$ cat src/rtl/pio_in_edge_irq_pkg.sv
// Shared constants for the edge-capturing input PIO: register map,
// edge-type selectors and interrupt-mode selectors.
package pio_pkg;

    // Avalon word addresses of the register file
    localparam logic [1:0] ADDR_DATA = 2'd0;
    localparam logic [1:0] ADDR_RSVD = 2'd1;
    localparam logic [1:0] ADDR_MASK = 2'd2;
    localparam logic [1:0] ADDR_EDGE = 2'd3;

    // EDGE_TYPE parameter encodings
    localparam int EDGE_RISE = 32'sd0;
    localparam int EDGE_FALL = 32'sd1;
    localparam int EDGE_ANY  = 32'sd2;

    // IRQ_MODE parameter encodings
    localparam int IRQ_NONE  = 32'sd0;
    localparam int IRQ_LEVEL = 32'sd1;
    localparam int IRQ_EDGE  = 32'sd2;

endpackage

$ cat src/rtl/pio_in_edge_irq_sync_debounce.sv
// Single-bit input conditioner: a SYNC_STAGES flop synchroniser followed
// by an optional stability counter. With DEBOUNCE_CYCLES = 0 the output is
// the synchroniser output directly.
module pio_sync_debounce #(
    parameter int SYNC_STAGES     = 2,
    parameter int DEBOUNCE_CYCLES = 0
) (
    input  logic clk,
    input  logic reset_n,
    input  logic in_i,
    output logic deb_o
);

    logic [SYNC_STAGES-1:0] sync_q;
    logic                   sync_s;

    // Synchroniser shift chain; the oldest stage is the synchronised value
    always_ff @(posedge clk or negedge reset_n) begin
        if (!reset_n) begin
            sync_q <= '0;
        end else begin
            sync_q <= {sync_q[SYNC_STAGES-2:0], in_i};
        end
    end

    assign sync_s = sync_q[SYNC_STAGES-1];

    if (DEBOUNCE_CYCLES == 0) begin : g_bypass
        assign deb_o = sync_s;
    end else begin : g_debounce
        localparam int             CW      = $clog2(DEBOUNCE_CYCLES + 1);
        localparam logic [CW-1:0]  CNT_MAX = CW'(DEBOUNCE_CYCLES);
        localparam logic [CW-1:0]  CNT_ONE = CW'(1);

        logic [CW-1:0] cnt_q;
        logic [CW-1:0] cnt_d;
        logic          last_q;
        logic          deb_q;
        logic          deb_d;

        // Count consecutive equal samples; commit the value once the run is long enough
        always_comb begin
            cnt_d = cnt_q;
            deb_d = deb_q;
            if (sync_s != last_q) begin
                cnt_d = '0;
            end else if (cnt_q != CNT_MAX) begin
                cnt_d = cnt_q + CNT_ONE;
            end else begin
                cnt_d = cnt_q;
            end
            if (cnt_d == CNT_MAX) begin
                deb_d = sync_s;
            end else begin
                deb_d = deb_q;
            end
        end

        // Debounce state registers
        always_ff @(posedge clk or negedge reset_n) begin
            if (!reset_n) begin
                cnt_q  <= '0;
                last_q <= 1'b0;
                deb_q  <= 1'b0;
            end else begin
                cnt_q  <= cnt_d;
                last_q <= sync_s;
                deb_q  <= deb_d;
            end
        end

        assign deb_o = deb_q;
    end

endmodule

$ cat src/rtl/pio_in_edge_irq.sv
// Avalon-MM input PIO with per-bit synchroniser/debouncer, edge capture
// (write-1-to-clear, set wins over clear), interrupt mask and irq output.
// Edge detection is held off after reset until the input pipeline has
// filled, so inputs already high at reset do not register as edges.
module pio_in_edge_irq
    import pio_pkg::*;
#(
    parameter int WIDTH           = 8,
    parameter int SYNC_STAGES     = 2,
    parameter int DEBOUNCE_CYCLES = 0,
    parameter int EDGE_TYPE       = 0,
    parameter int IRQ_MODE        = 0
) (
    input  logic             clk,
    input  logic             reset_n,
    input  logic [1:0]       address,
    input  logic             chipselect,
    input  logic             write_n,
    input  logic [31:0]      writedata,
    input  logic [WIDTH-1:0] in_port,
    output logic [31:0]      readdata,
    output logic             irq
);

    localparam int              ARM_CYCLES = SYNC_STAGES + DEBOUNCE_CYCLES + 1;
    localparam int              ACW        = $clog2(ARM_CYCLES);
    localparam logic [ACW-1:0]  ARM_LAST   = ACW'(ARM_CYCLES - 1);
    localparam logic [ACW-1:0]  ARM_ONE    = ACW'(1);

    logic [WIDTH-1:0] deb_s;
    logic [WIDTH-1:0] rise_s;
    logic [WIDTH-1:0] fall_s;
    logic [WIDTH-1:0] sel_s;
    logic [WIDTH-1:0] det_s;
    logic [WIDTH-1:0] wdata_s;
    logic [WIDTH-1:0] clr_s;
    logic             wr_s;
    logic             irq_s;

    logic [WIDTH-1:0] prev_q;
    logic [WIDTH-1:0] mask_q,    mask_d;
    logic [WIDTH-1:0] ecap_q,    ecap_d;
    logic [31:0]      rdata_q,   rdata_d;
    logic [ACW-1:0]   arm_cnt_q, arm_cnt_d;
    logic             armed_q,   armed_d;

    for (genvar g = 0; g < WIDTH; g++) begin : g_bit
        pio_sync_debounce #(
            .SYNC_STAGES    (SYNC_STAGES),
            .DEBOUNCE_CYCLES(DEBOUNCE_CYCLES)
        ) u_sd (
            .clk    (clk),
            .reset_n(reset_n),
            .in_i   (in_port[g]),
            .deb_o  (deb_s[g])
        );
    end

    if (WIDTH < 32) begin : g_wd_hi
        logic unused_wd_hi_s;
        assign unused_wd_hi_s = ^writedata[31:WIDTH];
    end

    assign wr_s    = chipselect & ~write_n;
    assign wdata_s = writedata[WIDTH-1:0];
    assign rise_s  = deb_s & ~prev_q;
    assign fall_s  = ~deb_s & prev_q;

    // Select the configured edge polarity and suppress it until armed
    always_comb begin
        sel_s = '0;
        case (EDGE_TYPE)
            EDGE_RISE: sel_s = rise_s;
            EDGE_FALL: sel_s = fall_s;
            EDGE_ANY:  sel_s = rise_s | fall_s;
            default:   sel_s = '0;
        endcase
        det_s = armed_q ? sel_s : '0;
    end

    // Next state of mask, edge capture and arming counter
    always_comb begin
        mask_d    = mask_q;
        clr_s     = '0;
        arm_cnt_d = arm_cnt_q;
        armed_d   = armed_q;
        if (wr_s && (address == ADDR_MASK)) begin
            mask_d = wdata_s;
        end else begin
            mask_d = mask_q;
        end
        if (wr_s && (address == ADDR_EDGE)) begin
            clr_s = wdata_s;
        end else begin
            clr_s = '0;
        end
        // a new detection is OR-ed in after the clear so it always survives
        ecap_d = (ecap_q & ~clr_s) | det_s;
        if (arm_cnt_q == ARM_LAST) begin
            arm_cnt_d = arm_cnt_q;
            armed_d   = 1'b1;
        end else begin
            arm_cnt_d = arm_cnt_q + ARM_ONE;
            armed_d   = armed_q;
        end
    end

    // Read mux, reloaded every cycle regardless of chipselect
    always_comb begin
        rdata_d = 32'h0000_0000;
        case (address)
            ADDR_DATA: rdata_d[WIDTH-1:0] = deb_s;
            ADDR_RSVD: rdata_d = 32'h0000_0000;
            ADDR_MASK: rdata_d[WIDTH-1:0] = mask_q;
            ADDR_EDGE: rdata_d[WIDTH-1:0] = ecap_q;
            default:   rdata_d = 32'h0000_0000;
        endcase
    end

    // Interrupt from registered state only
    always_comb begin
        irq_s = 1'b0;
        case (IRQ_MODE)
            IRQ_NONE:  irq_s = 1'b0;
            IRQ_LEVEL: irq_s = |(deb_s & mask_q);
            IRQ_EDGE:  irq_s = |(ecap_q & mask_q);
            default:   irq_s = 1'b0;
        endcase
    end

    // Register file, edge history and arming state
    always_ff @(posedge clk or negedge reset_n) begin
        if (!reset_n) begin
            prev_q    <= '0;
            mask_q    <= '0;
            ecap_q    <= '0;
            rdata_q   <= 32'h0000_0000;
            arm_cnt_q <= '0;
            armed_q   <= 1'b0;
        end else begin
            prev_q    <= deb_s;
            mask_q    <= mask_d;
            ecap_q    <= ecap_d;
            rdata_q   <= rdata_d;
            arm_cnt_q <= arm_cnt_d;
            armed_q   <= armed_d;
        end
    end

    assign readdata = rdata_q;
    assign irq      = irq_s;

endmodule

$ cat config.mk
export PLATFORM = sky130hd
export DESIGN_NAME = pio_in_edge_irq
export DESIGN_NICKNAME = d
export VERILOG_FILES = /design/src/rtl/pio_in_edge_irq_pkg.sv /design/src/rtl/pio_in_edge_irq_sync_debounce.sv /design/src/rtl/pio_in_edge_irq.sv
export SDC_FILE = /design/constraint.sdc
export NUM_CORES = 1
export LEC_CHECK = 0
export BUFFER_PORTS_ARGS = -buffer_cell sky130_fd_sc_hd__clkbuf_2
export CAP_MARGIN = 15
export CORE_ASPECT_RATIO = 1.75
export CORE_UTILIZATION = 52
export CTS_CLUSTER_DIAMETER = 30
export CTS_CLUSTER_SIZE = 10
export DETAILED_ROUTE_END_ITERATION = 12
export PLACE_DENSITY = 0.88
export SYNTH_ARGS = -nofsm -noshare
export SYNTH_HDL_FRONTEND = slang
export SYNTH_SLANG_ARGS = --single-unit
$ cat constraint.sdc
create_clock -name clk -period 1.6 [get_ports clk]
set_input_delay 0.08 -clock clk [delete_from_list [all_inputs] [get_ports clk]]
set_output_delay 0.08 -clock clk [all_outputs]
set_load 0.1 [all_outputs]
==> impl_results.rst <==
.. list-table::
   :header-rows: 1

   * - Metric
     - Value
   * - CTS buffer count
     - 5
   * - Power share of the combinational group
     - 0.242
   * - Die Width
     - 50.0 um
   * - Final hold vios
     - 0
   * - Period Utilization, post-route
     - 0.732
   * - Initial cell density of the core
     - 0.543
   * - Aggregate routed wire length
     - 3190 um
   * - Total power divided by cell area
     - 1200 mW/mm2
   * - Psw
     - 0.977 mW
   * - Largest area contributor in the synthesized netlist
     - sky130_fd_sc_hd__dfrtp_1
   * - Largest net degree at the start of global routing
     - 52
   * - Resized cells post-CTS
     - 0
   * - Number of inserted diodes
     - 0
   * - Leading cell type by number of instances after synthesis
     - sky130_fd_sc_hd__dfrtp_1
   * - First drt pass iteration count
     - 4
   * - Mapped cell area
     - 0.00210 mm2
   * - Number of buffer and inverter stages on the critical path
     - 1
   * - Type of the worst min-delay path
     - input pin to flip-flop
   * - Internal cell power
     - 1.85 mW
   * - Clock transition at the register clock pins on the worst setup and hold paths after CTS
     - 0.09 ns
   * - Number of global-route vias before repair
     - 1143
   * - Number of H-tree branching levels
     - 2
   * - Setup TNS after final layout
     - 0 ns
   * - Post-synthesis async set-or-reset flop share
     - 1.00
   * - Area added between synthesis and finish
     - 12.3%
   * - Per-cell via count in the routed design
     - 4.80
   * - Top cell type's share of synthesized area
     - 0.608
   * - Cell-by-cell listing of the critical path
     - clkbuf_2
   * - Clock skew after layout
     - 0.00634 ns
   * - Mean cell area of the mapped netlist
     - 14.2 um2
   * - Setup CP Type
     - flip-flop to output pin
   * - Post-detailed-route DRC marker count
     - 0
   * - Highest-delay cell along the critical path
     - sky130_fd_sc_hd__clkbuf_2
   * - Largest vdd supply drop
     - 0.800 mV
   * - Leakage
     - 1.18 nW
   * - Critical Path Sink Type
     - output pin
   * - Routed wire length per instance
     - 13.4 um
   * - Routability cong.
     - 0.717
   * - Critical path fanouts, max
     - 1
   * - Remaining number of nets flagged by the antenna check after routing
     - 0
   * - Unrepaired setup endpoints after global routing
     - no
   * - Buffers on Ports
     - 29
   * - Top FF cell, synth
     - sky130_fd_sc_hd__dfrtp_1
   * - Post-CTS setup buffer count
     - 0
   * - Post-Syn Instances
     - 148
   * - Seq cells post-synth
     - 51
   * - Summed area of non-filler cells in the final layout
     - 0.00236 mm2
   * - Share of final-layout standard cells stronger than drive strength 1
     - 0.295
   * - Global-route wire length before repair
     - 5200 um
   * - Number of flops mapped to enable cells by yosys
     - 0
   * - Clock period minus final worst setup slack
     - 1.17 ns
   * - Worst skew pair latency
     - 0.30 ns
   * - Number of different library cells in the post-synthesis netlist
     - 19
   * - Overall die area
     - 0.00431 mm2
   * - Global router's overall resource usage
     - 0.167
   * - Routed vias
     - 1142
   * - Core Rows
     - 30
   * - Maximum Capacitance Violations
     - 0
   * - Most used standard cells in the synthesized netlist
     - sky130_fd_sc_hd__dfrtp_1, sky130_fd_sc_hd__buf_4, sky130_fd_sc_hd__inv_1, sky130_fd_sc_hd__mux2i_1
   * - Placed Area
     - 0.00218 mm2
   * - Relative slew slack
     - 0.581
   * - Post-layout net count
     - 236
   * - Clock tree sinks
     - 51
   * - Actual transition at the worst max-transition pin
     - 0.629 ns
   * - Final HPWL DP
     - 2200 um
   * - Buffer cell driving the clock tree root
     - sky130_fd_sc_hd__clkbuf_8
   * - I/O pins
     - 79
   * - Reg power frac
     - 0.510
   * - Clock Power Share
     - 0.249
   * - Synth top area cells
     - sky130_fd_sc_hd__dfrtp_1, sky130_fd_sc_hd__buf_4, sky130_fd_sc_hd__mux2_4, sky130_fd_sc_hd__o211ai_2, sky130_fd_sc_hd__mux2i_1
   * - Kind of start point of the critical path
     - flip-flop
   * - 1st-iter DRT viols
     - 9
   * - Cell family with the largest share of critical-path delay
     - buffers and inverters
   * - Clk buf depth
     - 2
   * - Outcome
     - finished clean
   * - Total gr overflow
     - 0
   * - Final design utilization
     - 0.610
   * - Chip height
     - 86.1 um
   * - Sequential fraction of the synthesis area
     - 0.608
   * - Number of warnings printed during yosys synthesis
     - 0
   * - Final setup violating endpoints
     - 0
   * - Arrival time reported for the critical path endpoint
     - 1.09 ns
   * - Data required time of the worst path
     - 1.52 ns
   * - Switching Fraction
     - 0.346
   * - Final max-slew violation count
     - 0
   * - Antenna violations before repair
     - 0
   * - Achievable clock frequency
     - 0.854 GHz
   * - Core area
     - 0.00387 mm2
   * - Biggest cell delay along the critical path
     - 0.45 ns
   * - CTS tree
     - built
## what timing repair did
item,CTS,global route
hold buffers,9,0
setup endpoints to repair,0,0
endpoints found under the hold margin,59,0
## final cells by class
type,instances,area [um2]
clock buffers,6,72.6
clock inverters,2,12.5
fillers,316,1510
inverters,10,37.5
multi-input cells,80,641
flip-flops and latches,51,1280
well taps,48,60.1
repair buffers,41,258
## cell families after synthesis
family / share of synthesized area
xor+xnor: 0.00417
simple gates: 0.0691
fa+ha+maj: 0.00596
other cells: 0.00179
flops: 0.608
compound gates: 0.0811
buf+inv: 0.130
mux: 0.100
## registers in the layout, indices dropped and copies added (netlist names)
signal             flops
g_bit.u_sd.sync_q     16
ecap_q                 8
mask_q                 8
prev_q                 8
readdata               8
arm_cnt_q              2
armed_q                1
## worst paths after layout
| path | from | to | slack [ns] | cells past startpoint |
|---|---|---|---|---|
| max in group asynchronous | reset_n | g_bit[5].u_sd.sync_q[1] | 0.74 | 3 |
| max | readdata[2] | readdata[2] | 0.43 | 1 |
| min | writedata[0] | mask_q[0] | 0.02 | 2 |
| max reg2reg | arm_cnt_q[0] | armed_q | 0.55 | 3 |
| min reg2reg | g_bit[2].u_sd.sync_q[0] | g_bit[2].u_sd.sync_q[1] | 0.35 | 0 |
| min in group asynchronous | reset_n | mask_q[0] | 0.43 | 3 |
## layout by cell type, fill, tap and decap left out, drive strengths merged
cell / netlist / final
dfrtp: 51 / 51
nand3b: 8 / 8
mux2i: 9 / 9
o2bb2ai: 8 / 8
and2: 1 / 1
inv: 10 / 10
nand2b: 8 / 8
o211ai: 8 / 8
buf: 30 / 3
dlygate4sd3: 0 / 9
conb: 1 / 25
and4b: 1 / 1
clkbuf: 1 / 35
clkinvlp: 0 / 1
and4bb: 1 / 1
mux2: 8 / 8
ha: 1 / 1
xnor2: 1 / 1
clkinv: 0 / 1
or2: 1 / 1
## power by group through the flow
stage          Sequential, mW  Combinational, mW  Clock (mW)
6_report                 1.44              0.684       0.703
5_1_grt                  1.45              0.713       0.782
4_1_cts                  1.44              0.688       0.733
3_5_place_dp             1.47              0.670           0
3_3_place_gp             1.46              0.657           0
2_1_floorplan            1.62              0.453           0
## layer usage
| layer | up-vias | share of wire | global-route usage |
|---|---|---|---|
| li1 | 526 | - | - |
| met1 | 571 | 0.39 | 0.176 |
| met2 | 40 | 0.54 | 0.293 |
| met3 | 5 | 0.040 | 0.0319 |
| met4 | 0 | 0.028 | 0.109 |
| met5 | - | 0 | 0 |
## metrics by stage
step / total power, mW / hold slack [ns] / std cells / setup WS (ns)
final: 2.83 / 0.0218 / 238 / 0.429
after global routing: 2.95 / 0.0118 / 238 / 0.395
after CTS: 2.86 / 0.0131 / 238 / 0.416
after detailed placement: 2.14 / 0.190 / 221 / 0.354
after global placement: 2.12 / 0.188 / 221 / 0.373
after floorplan: 2.07 / -0.216 / 172 / 0.606
Note: power is estimated with default switching activity, not from simulation.
